### src/rtl/reduction_eject_buffer_pkg.sv
// Shared flit width and sizing helpers for the reduction ejection buffer.
// Latency: none (declarations only); backpressure: n/a.
package reduction_eject_buffer_pkg;

    localparam int FLIT_SIZE = 32;

    // Counter width that stays at least one bit, even when only one value is needed.
    function automatic int cnt_w(input int n);
        return ($clog2(n) > 0) ? $clog2(n) : 1;
    endfunction

endpackage

### src/rtl/reduction_eject_buffer_eject_fifo.sv
// DEPTH-entry FWFT flit FIFO with registered in_avail/out_valid and head register.
// Latency: 1 cycle from enqueue to out_valid; backpressure: in_avail drops exactly at full, head holds while stalled.
module eject_fifo
    import reduction_eject_buffer_pkg::*;
#(
    parameter int DEPTH = 8,
    parameter int W     = FLIT_SIZE
) (
    input  logic                         clk_i,
    input  logic                         rst_ni,
    input  logic [W-1:0]                 in_i,
    input  logic                         in_valid_i,
    output logic                         in_avail_o,
    output logic [W-1:0]                 out_o,
    output logic                         out_valid_o,
    input  logic                         out_avail_i,
    output logic [$clog2(DEPTH+1)-1:0]   occupancy_o,
    output logic                         deq_o
);

    localparam int AW = $clog2(DEPTH);
    localparam int CW = $clog2(DEPTH + 1);

    logic [W-1:0]  mem_q [DEPTH];
    logic [AW-1:0] wptr_q, wptr_d, rptr_q, rptr_d;
    logic [CW-1:0] count_q, count_d;
    logic          in_avail_q, in_avail_d;
    logic          out_valid_q, out_valid_d;
    logic [W-1:0]  out_q, out_d;
    logic [W-1:0]  head_d;
    logic          enq, deq;

    assign enq = in_valid_i & in_avail_q;
    assign deq = out_valid_q & out_avail_i;

    always_comb begin
        wptr_d = wptr_q + AW'(enq);
        rptr_d = rptr_q + AW'(deq);
        count_d = count_q;
        case ({enq, deq})
            2'b10:   count_d = count_q + CW'(1);
            2'b01:   count_d = count_q - CW'(1);
            default: count_d = count_q;
        endcase
        // A lone surviving entry that is being written this edge is not in storage yet.
        head_d      = (enq && (count_d == CW'(1))) ? in_i : mem_q[rptr_d];
        out_valid_d = (count_d != CW'(0));
        out_d       = out_valid_d ? head_d : out_q;
        in_avail_d  = (count_d != CW'(DEPTH));
    end

    always_ff @(posedge clk_i) begin
        if (enq) begin
            mem_q[wptr_q] <= in_i;
        end
    end

    always_ff @(posedge clk_i or negedge rst_ni) begin
        if (!rst_ni) begin
            wptr_q      <= '0;
            rptr_q      <= '0;
            count_q     <= '0;
            in_avail_q  <= 1'b0;
            out_valid_q <= 1'b0;
            out_q       <= '0;
        end else begin
            wptr_q      <= wptr_d;
            rptr_q      <= rptr_d;
            count_q     <= count_d;
            in_avail_q  <= in_avail_d;
            out_valid_q <= out_valid_d;
            out_q       <= out_d;
        end
    end

    assign in_avail_o  = in_avail_q;
    assign out_o       = out_q;
    assign out_valid_o = out_valid_q;
    assign occupancy_o = count_q;
    assign deq_o       = deq;

endmodule

### src/rtl/reduction_eject_buffer.sv
// Buffers the reduction-tree flit stream toward ejection and marks every ROUND_LEN departures as a round.
// Latency: 1 cycle FWFT, round_done 1 cycle after the closing dequeue; backpressure: via eject_fifo in_avail/out_avail.
module reduction_eject_buffer
    import reduction_eject_buffer_pkg::*;
#(
    parameter int DEPTH      = 8,
    parameter int ROUND_LEN  = 54,
    parameter int ROUND_ID_W = 4
) (
    input  logic                         clk_i,
    input  logic                         rst_ni,
    input  logic [FLIT_SIZE-1:0]         in_i,
    input  logic                         in_valid_i,
    output logic                         in_avail_o,
    output logic [FLIT_SIZE-1:0]         out_o,
    output logic                         out_valid_o,
    input  logic                         out_avail_i,
    output logic [$clog2(DEPTH+1)-1:0]   occupancy_o,
    output logic                         round_done_o,
    output logic [ROUND_ID_W-1:0]        round_id_o
);

    localparam int RC_W = cnt_w(ROUND_LEN);
    localparam logic [RC_W-1:0] RC_LAST = RC_W'(ROUND_LEN - 1);

    logic                  deq;
    logic [RC_W-1:0]       rc_q, rc_d;
    logic [ROUND_ID_W-1:0] round_id_q, round_id_d;
    logic                  round_done_q, round_done_d;

    eject_fifo #(
        .DEPTH (DEPTH),
        .W     (FLIT_SIZE)
    ) u_fifo (
        .clk_i       (clk_i),
        .rst_ni      (rst_ni),
        .in_i        (in_i),
        .in_valid_i  (in_valid_i),
        .in_avail_o  (in_avail_o),
        .out_o       (out_o),
        .out_valid_o (out_valid_o),
        .out_avail_i (out_avail_i),
        .occupancy_o (occupancy_o),
        .deq_o       (deq)
    );

    always_comb begin
        rc_d         = rc_q;
        round_id_d   = round_id_q;
        round_done_d = 1'b0;
        if (deq) begin
            if (rc_q == RC_LAST) begin
                rc_d         = '0;
                round_id_d   = round_id_q + ROUND_ID_W'(1);
                round_done_d = 1'b1;
            end else begin
                rc_d = rc_q + RC_W'(1);
            end
        end
    end

    always_ff @(posedge clk_i or negedge rst_ni) begin
        if (!rst_ni) begin
            rc_q         <= '0;
            round_id_q   <= '0;
            round_done_q <= 1'b0;
        end else begin
            rc_q         <= rc_d;
            round_id_q   <= round_id_d;
            round_done_q <= round_done_d;
        end
    end

    assign round_done_o = round_done_q;
    assign round_id_o   = round_id_q;

endmodule

### config.mk
export PLATFORM = sky130hd
export DESIGN_NAME = reduction_eject_buffer
export DESIGN_NICKNAME = d
export VERILOG_FILES = /design/src/rtl/reduction_eject_buffer_pkg.sv /design/src/rtl/reduction_eject_buffer_eject_fifo.sv /design/src/rtl/reduction_eject_buffer.sv
export SDC_FILE = /design/constraint.sdc
export NUM_CORES = 1
export LEC_CHECK = 0
export ABC_CLOCK_PERIOD_IN_PS = 4100
export BUFFER_PORTS_ARGS = -buffer_cell sky130_fd_sc_hd__buf_2
export CAP_MARGIN = 30
export CORE_UTILIZATION = 54
export CTS_BUF_LIST = sky130_fd_sc_hd__clkbuf_16
export DETAILED_ROUTE_END_ITERATION = 10
export PLACE_DENSITY = 0.75
export SLEW_MARGIN = 40
export SYNTH_ARGS = -nofsm -noshare
export SYNTH_HDL_FRONTEND = slang
export SYNTH_SLANG_ARGS = --single-unit
### constraint.sdc
create_clock -name clk_i -period 4.1 [get_ports clk_i]
set_input_delay 0 -clock clk_i [delete_from_list [all_inputs] [get_ports clk_i]]
set_output_delay 0 -clock clk_i [all_outputs]
set_load 0.005 [all_outputs]
Word-level counts from Yosys, hierarchy flattened
Memories as Yosys holds them, arrays and structs flattened.
Cells that the tools add are included.
W data, S select, Z words.
{"block": "classes", "n_addsub": 6, "n_eq_ne": 5, "mux": 7, "n_bitwise": 2, "n_reduce_logical": 3}
{"op": "$mux W32", "n": 1}
{"op": "$add A4 B1 Y4 const B", "n": 2}
{"op": "$pmux W4 S2", "n": 1}
{"op": "$add A3 B1 Y3", "n": 2}
{"op": "$add A6 B1 Y6 const B", "n": 1}
{"op": "$eq A6 B6 Y1 const B", "n": 1}
{"op": "$mux W6", "n": 1}
{"op": "$eq A4 B1 Y1 const B", "n": 1}
{"op": "$mux W1", "n": 4}
{"op": "$ne A4 B4 Y1 const B", "n": 1}
{"op": "$reduce_bool A4 Y1", "n": 1}
{"op": "$sub A4 B1 Y4 const B", "n": 1}
{"op": "$and A1 B1 Y1", "n": 2}
{"op": "$eq A2 B1 Y1 const B", "n": 1}
{"op": "$eq A2 B2 Y1 const B", "n": 1}
{"op": "$reduce_and A2 Y1", "n": 1}
{"op": "$logic_and A1 B1 Y1", "n": 1}
{"block": "totals", "ff_bits": 55, "ramBits": 256, "inputBits": 36, "out_inout_bits": 43, "word_cells": 33, "memories": 1}
{"memory": "u_fifo.mem_q", "depth": 8, "width": 32, "rd": 1, "rd_ports_with_merged_regs": 0, "wr": 1, "line_no": "reduction_eject_buffer_eject_fifo.sv:24", "text": "logic [W-1:0] mem_q [DEPTH];"}

Logic depth before layout (Yosys ltp)
Gate-level depths: netlist of the first run.
{"block": "depth", "word_depth": 6, "depth_mapped": 12, "ltp_nobuf": 11}

Hierarchy
From an unflattened synthesis of the first run, not the netlist that was laid out.
{"block": "unflattened", "cells_unflattened": 632, "hier_area_um2": 12414.4}
{"mod": "eject_fifo", "instances": 1, "cells_per_inst": 583, "area_each_um2": 11843.9, "seq_area_each_um2": 8788.4}
{"mod": "reduction_eject_buffer", "instances": 1, "cells_per_inst": 49, "area_each_um2": 570.5, "seq_area_each_um2": 275.3}

Least setup slack after synthesis of the first run
Ideal clock, no wire load.
{"block": "synth_path", "path_kind": "register to register", "start": "reg u_fifo.wptr_q[0]", "end": "mem u_fifo.mem_q[0][0] (netlist bit) (enable)", "setup_time_ps": 501, "arrival_time_ps": 3605, "required_time_ps": 3599, "path_slack_ps": -7, "stages_incl_launch_ff": 2, "n_path_buf": 0, "synth_period_minus_slack_ps": 4107, "cell_sequence": "dfrtp_1 > nor4_1"}
{"element": "from (decl)", "line_no": "reduction_eject_buffer_eject_fifo.sv:25", "text": "logic [AW-1:0] wptr_q, wptr_d, rptr_q, rptr_d;"}
{"element": "from (signal assigned)", "line_no": "reduction_eject_buffer_eject_fifo.sv:67", "text": "wptr_q <= wptr_d;"}
{"element": "to (decl)", "line_no": "reduction_eject_buffer_eject_fifo.sv:24"}
Straight into the memory's write port.

Worst setup path in the final report of the first run
{"block": "layout_path", "start": "reg u_fifo.out_valid_q (netlist: u_fifo.out_valid_o)", "end": "reg u_fifo.out_q[30] (netlist: u_fifo.out_o[30])"}
{"block": "layout_via", "elab_chain_cells": 6, "elab_cells_between_ends": 10, "classes_between": "add/sub (1); eq/ne (3); mux (2); bitwise (1); reduce/logical (2); memory (1)"}
{"element": "from (decl)", "line_no": "reduction_eject_buffer_eject_fifo.sv:28", "text": "logic out_valid_q, out_valid_d;"}
{"element": "from (signal assigned)", "line_no": "reduction_eject_buffer_eject_fifo.sv:71", "text": "out_valid_q <= out_valid_d;"}
{"element": "$and A1 B1 Y1 (*)", "line_no": "reduction_eject_buffer_eject_fifo.sv:34", "text": "assign deq = out_valid_q & out_avail_i;"}
{"element": "parallel branches: the longest is 5 deep, another holds $mem_v2 Z8 W32"}
{"element": "to (signal assigned)", "line_no": "reduction_eject_buffer_eject_fifo.sv:72", "text": "out_q <= out_d;"}
{"element": "to (decl)", "line_no": "reduction_eject_buffer_eject_fifo.sv:29", "text": "logic [W-1:0] out_q, out_d;"}
Every way passes the cells marked *.
A chain may end at the register's enable or synchronous reset.

==> results.yml, run 1 <==
cells_and_area:
  final_cell_area_sq_um: 14500
  final_common_cell: "edfxtp_1"
  syn_to_final_growth_pct: 17.4
  final_layout_size_suffix_gt1_frac: 0.333
  final_cell_mix: "edfxtp_1 (256), buf_2 (79), nand2_1 (75), mux4_2 (64), dfrtp_1 (55)"
  stdcell_count: 1064
  diodes: 0
  final_nets: 804
timing:
  period_needed_ps: 3230
  setup_viol_count_final: 0
  tightest_slew_ps: 769
  finalSetupTns_ps: 0
  rsz0062_at_grt: "false"
  fin_hold_ws_ps: 13.6
  post-route-period-util: 0.787
  slew_violations: 0
  relSlewSlack: 0.487
  fmaxAchievable_ghz: 0.310
  skew_ps: 17.7
  final_hold_viol_count: 0
clock_tree:
  ctsHoldBuffers: 34
  htree_levels: 1
  postCtsSetupRepairBufs: 0
  clock_latency_ps: 560
  ctsResizeCount: 0
  cts_buffers: 30
  numClockSinks: 311
  cts.clk_slew.worst_paths_ps: 60
  clockBufferDepth: 3
  cts_tree: "yes"
  cts-root-buf: "clkbuf_16"
detailed_routing:
  drtIter0Drc: 543
  detail_route.wl_per_cell_um: 25.2
  via_per_inst: 6.24
  dr_total_vias: 6640
  dr.pass1.iters: 5
  drc: 0
  wirelength_um: 26800
  postRouteAntennaNets: 0
critical_path:
  rrSetupSlack_ps: 870
  cp-start-kind: "register"
  cp_max_fo: 32
  required_ps: 4480
  rr_endpoint: "u_fifo.out_o[30]"
  cp-end-kind: "register"
  worstPathArrival_ps: 3610
  path_class: "register to register"
  reg2reg_depth: 9
  reg2reg_from: "u_fifo.out_valid_o"
global_route:
  grt_pass1_wl_um: 41900
  track_usage: 0.238
  grt-ovfl-total: 0
  grt_pass1_vias: 7206
  grt_antenna_before_repair: 0
  grt_max_degree: 40
yosys:
  synth_edf_count: 256
  syn_nets: 674
  yosys_register_bits: 311
  synth_cell_types: 43
  async_flop_share: 0.177
  yosys_warnings: 0
  syn_inst: 630
  synth_seq_area_share: 0.736
  ys.flop_type: "edfxtp_1"
  syn_area_per_cell_sq_um: 19.5
  synth_area_sq_um: 12300
job:
  cap_violations: 0
worst_hold_path:
  hp-class: "primary input to asynchronous set/reset pin"
power:
  power_density_nw_per_um2: 836
  p_leak_nw: 5.03
  power.total_w: 0.0121
  ir_drop_uv: 520
place:
  gp_congestion: 0.844
  hpwl_um: 14400
  dp_cells: 974
  io_buffers: 78
  dpl-instance-area_sq_um: 13200
floorplanning:
  die_area_sq_um: 23400
  dieHeight_um: 153
  die_w_um: 153
  rows: 54
  io_pins: 79
  start_util: 0.557
  core_area_sq_um: 22100
outcome:
  status: "complete, no violations"
==> layer usage <==
layer | wire [um] | up-vias | track usage
li1 | - | 2821 | -
met3 | 1920 | 41 | 0.0411
met1 | 10400 | 3475 | 0.312
met5 | 0 | - | 0
met2 | 14000 | 303 | 0.407
met4 | 534 | 0 | 0.0827
==> sequential cells by signal, summed over array words and instances (netlist names) <==
register and flops:
u_fifo.wptr_q 3, u_fifo.out_o 32, u_fifo.out_valid_o 1, u_fifo.mem_q 256, u_fifo.occupancy_o 4, rc_q 6, round_id_o 4, round_done_o 1
u_fifo.in_avail_o 1, u_fifo.rptr_q 3
==> cell usage after synthesis, types with 2 or more instances <==
cell type / count / area (sq um)
buf_6: 4 / 45.0
xor2_1: 6 / 52.6
mux2_2: 2 / 22.5
inv_2: 2 / 7.51
nand2b_1: 4 / 25.0
nor2_1: 11 / 41.3
a32oi_2: 30 / 488
mux4_2: 64 / 1440
ha_1: 8 / 100
dfrtp_1: 55 / 1380
buf_2: 5 / 25.0
clkbuf_1: 18 / 67.6
xnor2_1: 7 / 61.3
o21ai_0: 4 / 20.0
nor3_1: 8 / 40.0
edfxtp_1: 256 / 7690
inv_1: 6 / 22.5
o22ai_1: 32 / 200
nand2_1: 75 / 282
buf_4: 6 / 45.0
nand4_1: 3 / 18.8
nand3_1: 2 / 10.0
a32oi_1: 2 / 17.5
==> metrics by stage <==
stage	utilization	setup WS, ps
2_1_floorplan	-	726
3_3_place_gp	0.594	1160
3_5_place_dp	0.595	966
4_1_cts	0.655	905
5_1_grt	0.655	755
6_report	0.655	872
==> cell families (layout without fill, tap and decap cells) <==
group | after synthesis | after routing | share of synthesized area
AOI/OAI and AO/OA | 77 | 77 | 0.0682
xor gates and xnor gates | 15 | 15 | 0.0133
adders and majority gates | 8 | 8 | 0.00813
buffers and inverters | 42 | 196 | 0.0176
DFF | 311 | 311 | 0.736
muxes | 66 | 66 | 0.119
and+or+nand+nor | 111 | 111 | 0.0380
==> worst max-delay path: stages, from the launching register on <==
cell and delay (ps):
dfrtp_1 350, nand2_1 280, nor2_2 320, xor2_1 120, ha_1 230, a21oi_2 230, xnor3_1 410, a31oi_4 220
a21bo_4 650, a32oi_2 210
==> where the power goes <==
part | switching (W) | internal (W) | total (W)
clock network | 0.00114 | 0.00155 | 0.00269
logic | 0.00266 | 0.00225 | 0.00491
registers | 0.000348 | 0.00415 | 0.00449
total | 0.00415 | 0.00795 | 0.0121
==> cell type report <==
class,instances,area [sq um]
fill,1443,7630
inverter,8,30.0
clock buffer,31,776
clock inverter,25,191
multi-input combinational,277,3130
timing repair buffer,132,921
sequential,311,9060
tap,280,350
==> worst max path at each step <==
stage / startpoint / end / slack [ps] / cells after the start
after global placement: u_fifo.out_valid_o / u_fifo.out_o[1] / 1160 / 9
final: u_fifo.out_valid_o / u_fifo.out_o[30] / 870 / 9
after floorplan: u_fifo.in_avail_o / u_fifo.mem_q[1][0] / 730 / 4
after CTS: u_fifo.out_valid_o / u_fifo.out_o[10] / 900 / 9
after detailed placement: u_fifo.out_valid_o / u_fifo.out_o[20] / 970 / 9
after global routing: u_fifo.out_valid_o / u_fifo.out_o[13] / 760 / 9
No activity file was read; power rests on OpenSTA's default activity.
==> run 2: changes to the inputs <==
--- a/config.mk
+++ b/config.mk
@@ -5,7 +5,7 @@
 export SDC_FILE = /design/constraint.sdc
 export NUM_CORES = 1
 export LEC_CHECK = 0
-export ABC_CLOCK_PERIOD_IN_PS = 4100
+export ABC_CLOCK_PERIOD_IN_PS = 2900
 export BUFFER_PORTS_ARGS = -buffer_cell sky130_fd_sc_hd__buf_2
 export CAP_MARGIN = 30
 export CORE_UTILIZATION = 54
==> constraint.sdc (replaced) <==
create_clock -name clk_i -period 2.9 [get_ports clk_i]
set_input_delay 0 -clock clk_i [delete_from_list [all_inputs] [get_ports clk_i]]
set_output_delay 0 -clock clk_i [all_outputs]
set_load 0.005 [all_outputs]
==> run 2 against run 1 <==
Effect of this change:
- the run now ends with hold timing left
- clock power up 33%
- sequential power up 41%
- count of clock-buffer cells in the layout unchanged
- die area unchanged
- core utilization up 0.37 points
- sequential cell count unchanged
- combinational power up 45%
- sequential share of layout area down 0.36 points
- critical path type unchanged
- critical endpoint is now u_fifo.out_o[5]
- largest cell class unchanged
- largest power group unchanged
==> results.yml, run 2 (synthesis gave the netlist of run 1 again) <==
outcome:
  status: "finished with violations"
  violations: "hold timing"
cells_and_area:
  top_register: "u_fifo.mem_q"
  largest_reg_flops: 256
  final_nets: 815
  finish.utilization: 0.658
  diodes: 0
  final_layout_size_suffix_gt1_frac: 0.337
  final_common_cell: "edfxtp_1"
  syn_to_final_growth_pct: 18.1
  final_cell_mix: "edfxtp_1 (256), buf_2 (77), nand2_1 (75), mux4_2 (64), dfrtp_1 (55)"
clock_tree:
  postCtsSetupRepairBufs: 0
  cts_buffers: 31
  cts.clk_slew.worst_paths_ps: 60
  htree_levels: 1
  clockBufferDepth: 3
  cts-root-buf: "clkbuf_16"
  numClockSinks: 311
  clock_latency_ps: 550
  cts_tree: "yes"
timing:
  slew_violations: 0
  setup_viol_count_final: 0
  period_needed_ps: 2670
  finalSetupTns_ps: 0
  fin_ws_ps: 228
  fin_hold_ws_ps: -19.7
  post-route-period-util: 0.921
  relSlewSlack: 0.477
  skew_ps: 16.8
  fmaxAchievable_ghz: 0.374
  rsz0062_at_grt: "false"
  tightest_slew_ps: 778
  final_hold_viol_count: 12
power:
  switching_power_w: 0.00583
  swShare: 0.342
  pwr-share-clk: 0.211
  p_comb_frac: 0.416
  internal_power_w: 0.0112
  power.total_w: 0.0170
  ir_drop_uv: 638
  p_seq_frac: 0.373
  p_leak_nw: 5.10
  power_density_nw_per_um2: 1170
critical_path:
  crit_cells: 10
  rr_endpoint: "u_fifo.out_o[5]"
  critPathSlowestCell: "xnor3_1"
  required_ps: 3350
  crit_chain: "nand2_1 -> nor2_2 -> xor2_1 -> ha_1 -> a21oi_2 -> xnor3_1 -> a31oi_4 -> buf_4 -> o22ai_1 -> a32oi_2"
  cp-end-kind: "register"
  reg2reg_depth: 10
  setup.worst_path.end: "u_fifo.out_o[5]"
  cp_max_fo: 19
  crit_family: "compound AO/OA/AOI/OAI gates"
  worstPathArrival_ps: 3120
  path_class: "register to register"
  cp-start-kind: "register"
  critPathBufInv: 1
  reg2reg_from: "u_fifo.out_valid_o"
  cpPeakStageDelay_ps: 390
  startpoint: "u_fifo.out_valid_o"
  rrSetupSlack_ps: 230
detailed_routing:
  postRouteAntennaNets: 0
  dr_total_vias: 6586
  detail_route.wl_per_cell_um: 24.4
  drtIter0Drc: 460
  wirelength_um: 26200
  dr.pass1.iters: 4
  drc: 0
  via_per_inst: 6.14
floorplanning:
  core_area_sq_um: 22100
  rows: 54
  die_w_um: 153
  dieHeight_um: 153
  io_pins: 79
  die_area_sq_um: 23400
  start_util: 0.557
worst_hold_path:
  hp-class: "primary input to asynchronous set/reset pin"
global_route:
  grt_pass1_wl_um: 40700
  grt-ovfl-total: 0
  grt_pass1_vias: 7136
  grt_max_degree: 66
  grt_antenna_before_repair: 0
  track_usage: 0.232
place:
  gp_congestion: 0.805
  io_buffers: 78
  place_ws_ps: 270
  hpwl_um: 14800
job:
  cap_violations: 0
==> run 2: cell count changes in the layout (fill, tap and decap cells not counted), sizes merged <==
cell         previous run  this run
inv                    10        14
clkinv                 17        15
bufinv                  3         1
buf                    99       108
clkinvlp                3         2
dlygate4sd3            33        34
==> run 2: final cells by class <==
type,count,area (sq um)
Clock buffer,31,776
Multi-Input combinational cell,277,3140
Sequential cell,311,9060
Timing Repair Buffer,142,1060
Clock inverter,24,133
Inverter,8,30.0
Tap cell,280,350
Fill cell,1432,7550
==> run 2: metrics by stage <==
step	cell area, sq um	hold WS, ps	std cells
finish	14500	-19.7	1073
global route	14500	25.7	1073
CTS	14500	5.96	1073
detailed placement	13300	39.3	984
global placement	13300	196	984
floorplan	12300	-296	630
==> run 2: power by group through the flow <==
stage | Combinational [W] | Sequential (W) | Clock [W]
2_1_floorplan | 0.00512 | 0.00630 | 0
3_5_place_dp | 0.00714 | 0.00643 | 0
6_report | 0.00710 | 0.00635 | 0.00359
3_3_place_gp | 0.00688 | 0.00637 | 0
4_1_cts | 0.00719 | 0.00635 | 0.00364
5_1_grt | 0.00764 | 0.00642 | 0.00381
==> run 2: worst min path at each step <==
stage / from / endpoint
6_report: rst_ni / rc_q[3]
3_5_place_dp: rst_ni / rc_q[3]
2_1_floorplan: rst_ni / rc_q[0]
5_1_grt: rst_ni / rc_q[3]
4_1_cts: rst_ni / rc_q[3]
3_3_place_gp: rst_ni / rc_q[3]
==> run 2: what timing repair did <==
action | CTS | global route
endpoints found under the hold margin | 344 | 0
gates resized for setup | 0 | 0
hold buffers | 34 | 0
==> run 2: metal layers <==
| layer | share of wire | global-route usage | vias up |
|---|---|---|---|
| met3 | 0.051 | 0.0326 | 46 |
| met1 | 0.41 | 0.306 | 3484 |
| li1 | - | - | 2851 |
| met2 | 0.52 | 0.403 | 205 |
| met5 | 0 | 0 | - |
| met4 | 0.021 | 0.0736 | 0 |
